<file path="src/rtl/array_feeder.sv">
// Streams elements out of a synchronous-read word memory, one per handshake,
// until the requested count is transferred or the consumer reports success.
module array_feeder #(
    parameter int DATA_W = 8,
    parameter int ADDR_W = 4
) (
    input  logic              clk,
    input  logic              reset,
    input  logic              start,
    input  logic [ADDR_W:0]   length,
    input  logic              ready,
    input  logic              stop,
    input  logic [DATA_W-1:0] mem_rdata,
    output logic              mem_rd_en,
    output logic [ADDR_W-1:0] mem_addr,
    output logic [DATA_W-1:0] data,
    output logic [ADDR_W-1:0] index,
    output logic              read,
    output logic              busy,
    output logic              done,
    output logic              exhausted,
    output logic [ADDR_W:0]   xfer_count
);

    localparam logic [ADDR_W:0] MAX_LEN = {1'b1, {ADDR_W{1'b0}}};

    typedef enum logic [2:0] {IDLE, FETCH, LOAD, OFFER, FINISH} state_t;

    state_t            state;
    logic [ADDR_W-1:0] addr;
    logic [ADDR_W:0]   len_q;
    logic [ADDR_W:0]   len_clamped;
    logic              last;

    assign len_clamped = (length > MAX_LEN) ? MAX_LEN : length;
    // Compare at ADDR_W+1 bits so a full-size array ends at the top address without wrapping.
    assign last        = ({1'b0, addr} == (len_q - 1'b1));

    // NOTE: all state is non-blocking in one clocked block; reset is synchronous, so it lives inside the edge.
    always_ff @(posedge clk) begin
        if (reset) begin
            state      <= IDLE;
            addr       <= '0;
            len_q      <= '0;
            mem_rd_en  <= 1'b0;
            mem_addr   <= '0;
            data       <= '0;
            index      <= '0;
            read       <= 1'b0;
            busy       <= 1'b0;
            done       <= 1'b0;
            exhausted  <= 1'b0;
            xfer_count <= '0;
        end else begin
            mem_rd_en <= 1'b0;
            case (state)
                IDLE, FINISH: begin
                    if (start) begin
                        len_q      <= len_clamped;
                        addr       <= '0;
                        xfer_count <= '0;
                        if (len_clamped == '0) begin
                            state     <= FINISH;
                            done      <= 1'b1;
                            exhausted <= 1'b1;
                        end else begin
                            state     <= FETCH;
                            done      <= 1'b0;
                            exhausted <= 1'b0;
                            busy      <= 1'b1;
                            mem_rd_en <= 1'b1;
                            mem_addr  <= '0;
                        end
                    end
                end
                FETCH: begin
                    if (stop) begin
                        state     <= FINISH;
                        busy      <= 1'b0;
                        done      <= 1'b1;
                        exhausted <= 1'b0;
                    end else begin
                        state <= LOAD;
                    end
                end
                LOAD: begin
                    if (stop) begin
                        state     <= FINISH;
                        busy      <= 1'b0;
                        done      <= 1'b1;
                        exhausted <= 1'b0;
                    end else begin
                        data  <= mem_rdata;
                        index <= addr;
                        read  <= 1'b1;
                        state <= OFFER;
                    end
                end
                OFFER: begin
                    if (stop) begin
                        state     <= FINISH;
                        read      <= 1'b0;
                        busy      <= 1'b0;
                        done      <= 1'b1;
                        exhausted <= 1'b0;
                    end else if (ready) begin
                        xfer_count <= xfer_count + 1'b1;
                        read       <= 1'b0;
                        if (last) begin
                            state     <= FINISH;
                            busy      <= 1'b0;
                            done      <= 1'b1;
                            exhausted <= 1'b1;
                        end else begin
                            addr      <= addr + 1'b1;
                            mem_addr  <= addr + 1'b1;
                            mem_rd_en <= 1'b1;
                            state     <= FETCH;
                        end
                    end
                end
                default: state <= IDLE;
            endcase
        end
    end

endmodule

</file>
<file path="config.mk">
export PLATFORM = sky130hd
export DESIGN_NAME = array_feeder
export DESIGN_NICKNAME = d
export VERILOG_FILES = /design/src/rtl/array_feeder.sv
export SDC_FILE = /design/constraint.sdc
export NUM_CORES = 1
export LEC_CHECK = 0
export CAP_MARGIN = 20
export CELL_PAD_IN_SITES_DETAIL_PLACEMENT = 0
export CELL_PAD_IN_SITES_GLOBAL_PLACEMENT = 1
export CORE_AREA = 2 2 72 74
export CTS_CLUSTER_DIAMETER = 200
export DETAILED_ROUTE_END_ITERATION = 7
export DIE_AREA = 0 0 74 76
export GPL_ROUTABILITY_DRIVEN = 0
export GPL_TIMING_DRIVEN = 0
export PLACE_DENSITY_LB_ADDON = 0.1
export SLEW_MARGIN = 20
export SYNTH_ARGS = -nofsm -noshare
export SYNTH_HDL_FRONTEND = slang
export SYNTH_SLANG_ARGS = --single-unit
</file>
<file path="constraint.sdc">
create_clock -name clk -period 6 [get_ports clk]
set_clock_uncertainty 0.2 [all_clocks]
set_input_delay 0.6 -clock clk [delete_from_list [all_inputs] [get_ports clk]]
set_output_delay 0.6 -clock clk [all_outputs]
set_load 0.02 [all_outputs]
</file>
==> impl_metrics.json, run 1 <==
{
  "status": "completed",
  "vias_per_cell": 4.92,
  "start_util": 0.359,
  "routed.top_layer": "met4",
  "dr_total_vias": 1657,
  "cts_max_level": 2,
  "worstMarginPinSlew_ns": 0.556,
  "grt_max_degree": 13,
  "met2_wirelength_um": 2040,
  "p_leak_nw": 0.813,
  "setup_violations": 0,
  "area_growth_pct": 34.8,
  "cts_buffers": 5,
  "fin_crit_sh": 0.413,
  "hold_ws_ns": 0.255,
  "regArea_sq_um": 761,
  "ys_seq_area_frac": 0.431,
  "synthTopCellsByArea": "dfxtp_1 43%, a21oi_1 7.7%, nand2_1 7.7%, xor2_1 3.5%, nand3b_1 3.0%",
  "postCtsSetupRepairBufs": 0,
  "clock-sinks": 38,
  "worst_ep_arrival_time_ns": 2.49,
  "final_antenna_net_count": 0,
  "cts-root-buf": "clkbuf_8",
  "synth_flop_cell": "dfxtp_1",
  "synthArstFlopShare": 0,
  "required_ns": 6.01,
  "wl_per_cell_um": 13.1,
  "p_clk_frac": 0.326,
  "grt-ovfl-total": 0,
  "multi_input_area_sq_um": 913,
  "synth_edf_count": 0,
  "synthTopCellsByCount": "38 x dfxtp_1, 36 x nand2_1, 27 x a21oi_1",
  "period_minus_slack_ns": 2.48,
  "syn-num-nets": 237,
  "instances_no_fill": 337,
  "fp-row-count": 26,
  "clk_pin_slew_ns": 0.07,
  "grt_antenna_before_repair": 0,
  "post-route-drc-count": 0,
  "finalHoldViolCount": 0,
  "cp_max_fo": 8,
  "min_path_type": "flip-flop to flip-flop",
  "rsz0062_at_grt": "no",
  "clk_path_buf_depth": 2,
  "io_buffers": 43,
  "maxSlewHeadroom": 0.629,
  "clock_latency_ns": 0.29,
  "routed_wl_um": 4430,
  "critPathKind": "input pin to flip-flop",
  "route.met3.wl_um": 191,
  "end_kind": "flip-flop",
  "grt_use_total": 0.168,
  "dpl.cell_count": 329,
  "met1_length_um": 2150,
  "syn-instance-count": 216,
  "cp-start-kind": "input pin",
  "layout-drive-gt1-share": 0.0524,
  "cap_violations": 0,
  "power.share.combinational": 0.188,
  "yosysMostFrequentCell": "dfxtp_1",
  "die-width_um": 74,
  "seq_power_share": 0.486,
  "place_hpwl_um": 3280,
  "netlist_area_sq_um": 1760,
  "fillers": 503,
  "ir_worst_vdd_v": 0.000142,
  "core_area_sq_um": 4910,
  "drv_slew": 0,
  "synth_warnings": 0,
  "first_pass_iters": 4,
  "swShare": 0.281,
  "cts_resized": 0,
  "power.density_nw_per_um2": 235,
  "postCtsHoldBufs": 0,
  "switching_power_w": 0.000157,
  "grt_pass1_vias": 1562,
  "die_h_um": 76,
  "nets": 287,
  "tns_ns": 0,
  "ys_seq_elements": 38,
  "ys_types": 40,
  "p_int_w": 0.000402,
  "synth_area_leader_cell": "dfxtp_1",
  "synth_top_cell_area_share": 0.431,
  "io_pins": 44,
  "cts_tree": "done",
  "drtIter0Drc": 88,
  "die_area_sq_um": 5620,
  "grt_first_pass_wirelength_um": 7450,
  "antenna_cells": 0,
  "max_freq_mhz": 403,
  "avgSynthCellArea_sq_um": 8.17
}
[path summary, 6_finish.rpt]
| path | startpoint | to | slack (ns) | cells past startpoint |
|---|---|---|---|---|
| max | start | mem_rd_en | 3.52 | 7 |
| min | data[6] | data[6] | 0.25 | 2 |
| max reg2reg | len_q[0] | mem_rd_en | 3.69 | 7 |
| min reg2reg | data[6] | data[6] | 0.25 | 2 |
[metal layers]
layer | up-vias | track usage
met4 | 0 | 0.0545
met3 | 5 | 0.0317
met2 | 30 | 0.252
li1 | 856 | -
met1 | 766 | 0.242
met5 | - | 0
[metrics by stage]
stage | worst slack [ns] | power, W | instance area (sq um) | util
finish | 3.52 | 0.000559 | 2380 | 0.484
floorplan | 3.88 | 0.000340 | 1760 | -
global placement | 3.26 | 0.000384 | 2280 | 0.465
CTS | 3.50 | 0.000567 | 2380 | 0.484
detailed placement | 3.20 | 0.000383 | 2280 | 0.465
global route | 3.34 | 0.000591 | 2380 | 0.484
[registers in the layout, indices dropped and copies added, names as in the netlist]
register	count
addr	4
busy	1
data	8
done	1
exhausted	1
index	4
len_q	5
mem_addr	4
mem_rd_en	1
read	1
state	3
xfer_count	5
[layout make-up]
type,instances,share of cell area
Sequential cell,38,0.320
Clock inverter,2,0.00526
Timing Repair Buffer,43,0.181
Tap cell,70,0.0368
Buffer,13,0.0221
Inverter,10,0.0158
Clock buffer,6,0.0347
Multi-Input combinational cell,155,0.384
[placed cells by master (no fill, tap or decap), types with 3 or more instances in the layout]
cell,count
a21oi_1,27
and3_1,3
buf_2,3
clkbuf_1,8
clkbuf_8,6
clkdlybuf4s50_1,43
dfxtp_1,38
ha_1,3
inv_1,10
nand2_1,36
nand2b_1,5
nand3_1,4
nand3b_1,7
nand4_1,4
nor2_1,9
nor3_1,9
o21ai_0,8
xnor2_1,4
xor2_1,7
[logic make-up after synthesis]
logic type / Yosys count / share of synthesized area
and+or+nand+nor: 86 / 0.248
AOI/OAI and AO/OA: 55 / 0.194
DFF: 38 / 0.431
buffers and inverters: 23 / 0.0511
xor gates and xnor gates: 11 / 0.0546
adders and majority gates: 3 / 0.0213
[power by group through the flow]
stage                     Sequential (W)  Combinational, W  Clock [W]
final                           0.000272          0.000105   0.000182
after global routing            0.000273          0.000117   0.000201
after CTS                       0.000272          0.000106   0.000189
after detailed placement        0.000277          0.000105          0
after global placement          0.000277          0.000106          0
after floorplan                 0.000284         0.0000561          0
[worst max-delay path: stages]
cell             delay [ns]
clkdlybuf4s50_1        0.48
nor3b_1                0.41
a21o_1                 0.13
buf_2                  0.19
o31ai_1                0.10
a21oi_1                0.34
nor3b_1                0.24
Note: power is estimated with default switching activity, not from simulation.
==> run 2, diff against run 1 <==
--- a/config.mk
+++ b/config.mk
@@ -8,10 +8,10 @@
 export CAP_MARGIN = 20
 export CELL_PAD_IN_SITES_DETAIL_PLACEMENT = 0
 export CELL_PAD_IN_SITES_GLOBAL_PLACEMENT = 1
-export CORE_AREA = 2 2 72 74
+export CORE_AREA = 2 2 78 80
 export CTS_CLUSTER_DIAMETER = 200
 export DETAILED_ROUTE_END_ITERATION = 7
-export DIE_AREA = 0 0 74 76
+export DIE_AREA = 0 0 80 82
 export GPL_ROUTABILITY_DRIVEN = 0
 export GPL_TIMING_DRIVEN = 0
 export PLACE_DENSITY_LB_ADDON = 0.1
==> constraint.sdc (replaced) <==
create_clock -name clk -period 2.2 [get_ports clk]
set_clock_uncertainty 0.2 [all_clocks]
set_input_delay 0.22 -clock clk [delete_from_list [all_inputs] [get_ports clk]]
set_output_delay 0.22 -clock clk [all_outputs]
set_load 0.02 [all_outputs]
==> run 2 against run 1 <==
  * Hold slack about the same
  * Critical endpoint is now addr[0]
  * Largest power group unchanged
  * Cell count up 2.1%
  * Critical path depth unchanged
  * Global-route usage down 1.6 points
  * Core utilization down 6.0 points
  * Worst setup slack worse by 3.5 ns
==> impl_metrics.json, run 2 (synthesis results as in run 1) <==
{
  "swShare": 0.286,
  "finalHoldViolCount": 0,
  "power.share.combinational": 0.193,
  "r2r_cells": 7,
  "period_minus_slack_ns": 2.19,
  "critPathMaxStageDelay_ns": 0.53,
  "timing.rr.end": "addr[0]",
  "io_buffers": 43,
  "setup_violations": 0,
  "grt_max_degree": 13,
  "p_clk_frac": 0.327,
  "nets": 289,
  "post-route-drc-count": 0,
  "min_path_type": "flip-flop to flip-flop",
  "cap_violations": 0,
  "clk_pin_slew_ns": 0.08,
  "ir_worst_vdd_v": 0.000431,
  "postCtsHoldBufs": 0,
  "vias_per_cell": 4.94,
  "cts-root-buf": "clkbuf_8",
  "dpl.cell_count": 334,
  "rsz0062_at_grt": "yes",
  "p_int_w": 0.00110,
  "core_area_sq_um": 5750,
  "critPathKind": "flip-flop to flip-flop",
  "drv_slew": 0,
  "grt-ovfl-total": 0,
  "area_growth_pct": 37.9,
  "p_leak_nw": 0.834,
  "holdPathStages": 2,
  "wl_per_cell_um": 13.7,
  "worst_ep_arrival_time_ns": 2.21,
  "largest_reg_flops": 8,
  "cp_max_fo": 6,
  "largest_register": "data",
  "regArea_sq_um": 763,
  "critical_path.top_delay_family": "compound AO/OA/AOI/OAI gates",
  "fin_crit_sh": 0.996,
  "final_cell_mix": "43 x clkdlybuf4s50_1, 36 x nand2_1, 36 x dfxtp_1, 26 x a21oi_1",
  "clk_path_buf_depth": 2,
  "layout-drive-gt1-share": 0.0929,
  "reg_top3": "data: 8 flops, len_q: 5 flops, xfer_count: 5 flops",
  "grt_pass1_vias": 1648,
  "grt_use_total": 0.152,
  "grt_first_pass_wirelength_um": 7810,
  "antenna_cells": 0,
  "min_from": "data[7]",
  "dr_total_vias": 1700,
  "fin_ws_ns": 0.00817,
  "crit_path_top_delay_cell": "or4_4",
  "clock_latency_ns": 0.29,
  "io_pins": 44,
  "reg2reg_from": "len_q[1]",
  "cts_max_level": 2,
  "busiest_layer": "met2",
  "pre_cts_ws_ns": -0.251,
  "die-width_um": 80,
  "seq_power_share": 0.480,
  "grt_antenna_before_repair": 0,
  "worstMarginPinSlew_ns": 0.545,
  "use_met1": 0.204,
  "hold_path_end": "data[7]",
  "final_antenna_net_count": 0,
  "fin_util": 0.424,
  "die_h_um": 82,
  "routed_wl_um": 4710,
  "cts_tree": "done",
  "multi_input_area_sq_um": 945,
  "switching_power_w": 0.000442,
  "grtUsageMet2": 0.243,
  "crit_chain": "inv_2, ha_4, nor4bb_1, a22o_1, o2111a_2, or4_4, o22ai_2",
  "place_hpwl_um": 3470,
  "fillers": 627,
  "grt_util_met3": 0.0352,
  "instances_no_fill": 344,
  "startpoint": "len_q[1]",
  "cp_num_buf_inv": 1,
  "max_freq_mhz": 456,
  "rrSetupSlack_ns": 0.008,
  "power.density_nw_per_um2": 635,
  "tns_ns": 0,
  "start_util": 0.307,
  "first_pass_iters": 4,
  "maxSlewHeadroom": 0.636,
  "fp-row-count": 28,
  "cts_buffers": 5,
  "status": "completed",
  "layout_commonest_cell": "clkdlybuf4s50_1",
  "hold_ws_ns": 0.255,
  "die_area_sq_um": 6560,
  "drtIter0Drc": 61,
  "clock-sinks": 38,
  "cp-start-kind": "flip-flop",
  "end_kind": "flip-flop",
  "required_ns": 2.22
}
run 2: cell count changes in the layout (fill, tap and decap cells not counted), moves of 2 or more:
cell | before | now
dfxtp_1 | 38 | 36
o32ai_2 | 0 | 2
inv_2 | 0 | 2
o32ai_1 | 2 | 0
dfxtp_2 | 0 | 2
buf_4 | 0 | 2
inv_1 | 10 | 8
run 2: worst max path at each step:
| stage | to | cells after the start | slack (ns) |
|---|---|---|---|
| after global routing | addr[0] | 7 | -0.06 |
| after CTS | mem_addr[0] | 7 | 0.03 |
| after global placement | mem_addr[1] | 7 | -0.24 |
| final | addr[0] | 7 | 0.008 |
| after detailed placement | mem_addr[1] | 7 | -0.25 |
| after floorplan | mem_addr[0] | 7 | 0.08 |
run 2: what timing repair did:
| item | CTS | global route |
|---|---|---|
| endpoints found under the hold margin | 0 | 0 |
| cloned | 0 | 0 |
| setup buffers | 1 | 1 |
| setup endpoints to repair | 8 | 10 |
| resized for setup | 4 | 7 |
| pin swaps | 0 | 5 |
run 2: layout make-up:
| type | instances | share of cell area |
|---|---|---|
| Clock buffer | 6 | 0.0339 |
| Buffer | 13 | 0.0221 |
| Tap cell | 75 | 0.0386 |
| Timing Repair Buffer | 45 | 0.183 |
| Inverter | 10 | 0.0154 |
| Multi-Input combinational cell | 155 | 0.388 |
| Clock inverter | 2 | 0.00514 |
| Sequential cell | 38 | 0.314 |
run 2: power groups by stage:
stage / registers, W / logic, W / clock network (W)
after detailed placement: 0.000758 / 0.000290 / 0
after floorplan: 0.000775 / 0.000153 / 0
after global placement: 0.000757 / 0.000292 / 0
after CTS: 0.000741 / 0.000296 / 0.000521
final: 0.000741 / 0.000299 / 0.000504
after global routing: 0.000745 / 0.000331 / 0.000557
run 2: routing by layer:
| metal | share of wire | routed length (um) |
|---|---|---|
| met5 | 0 | 0 |
| met4 | 0.0089 | 42 |
| met3 | 0.031 | 146 |
| met2 | 0.46 | 2190 |
| met1 | 0.50 | 2330 |
run 2: per-stage QoR:
| step | power, W | cell area, sq um |
|---|---|---|
| floorplan | 0.000928 | 1760 |
| global placement | 0.00105 | 2290 |
| detailed placement | 0.00105 | 2290 |
| CTS | 0.00156 | 2400 |
| global route | 0.00163 | 2430 |
| finish | 0.00154 | 2430 |
run 2: worst register-to-register path: cells and delay by family (launching register included):
kind | cells | cell delay [ns]
adder cells (fa/ha/maj) | 1 | 0.16
AO/OA/AOI/OAI | 3 | 0.70
buffers and inverters | 1 | 0.05
flip-flops | 1 | 0.35
AND/OR/NAND/NOR | 2 | 0.66
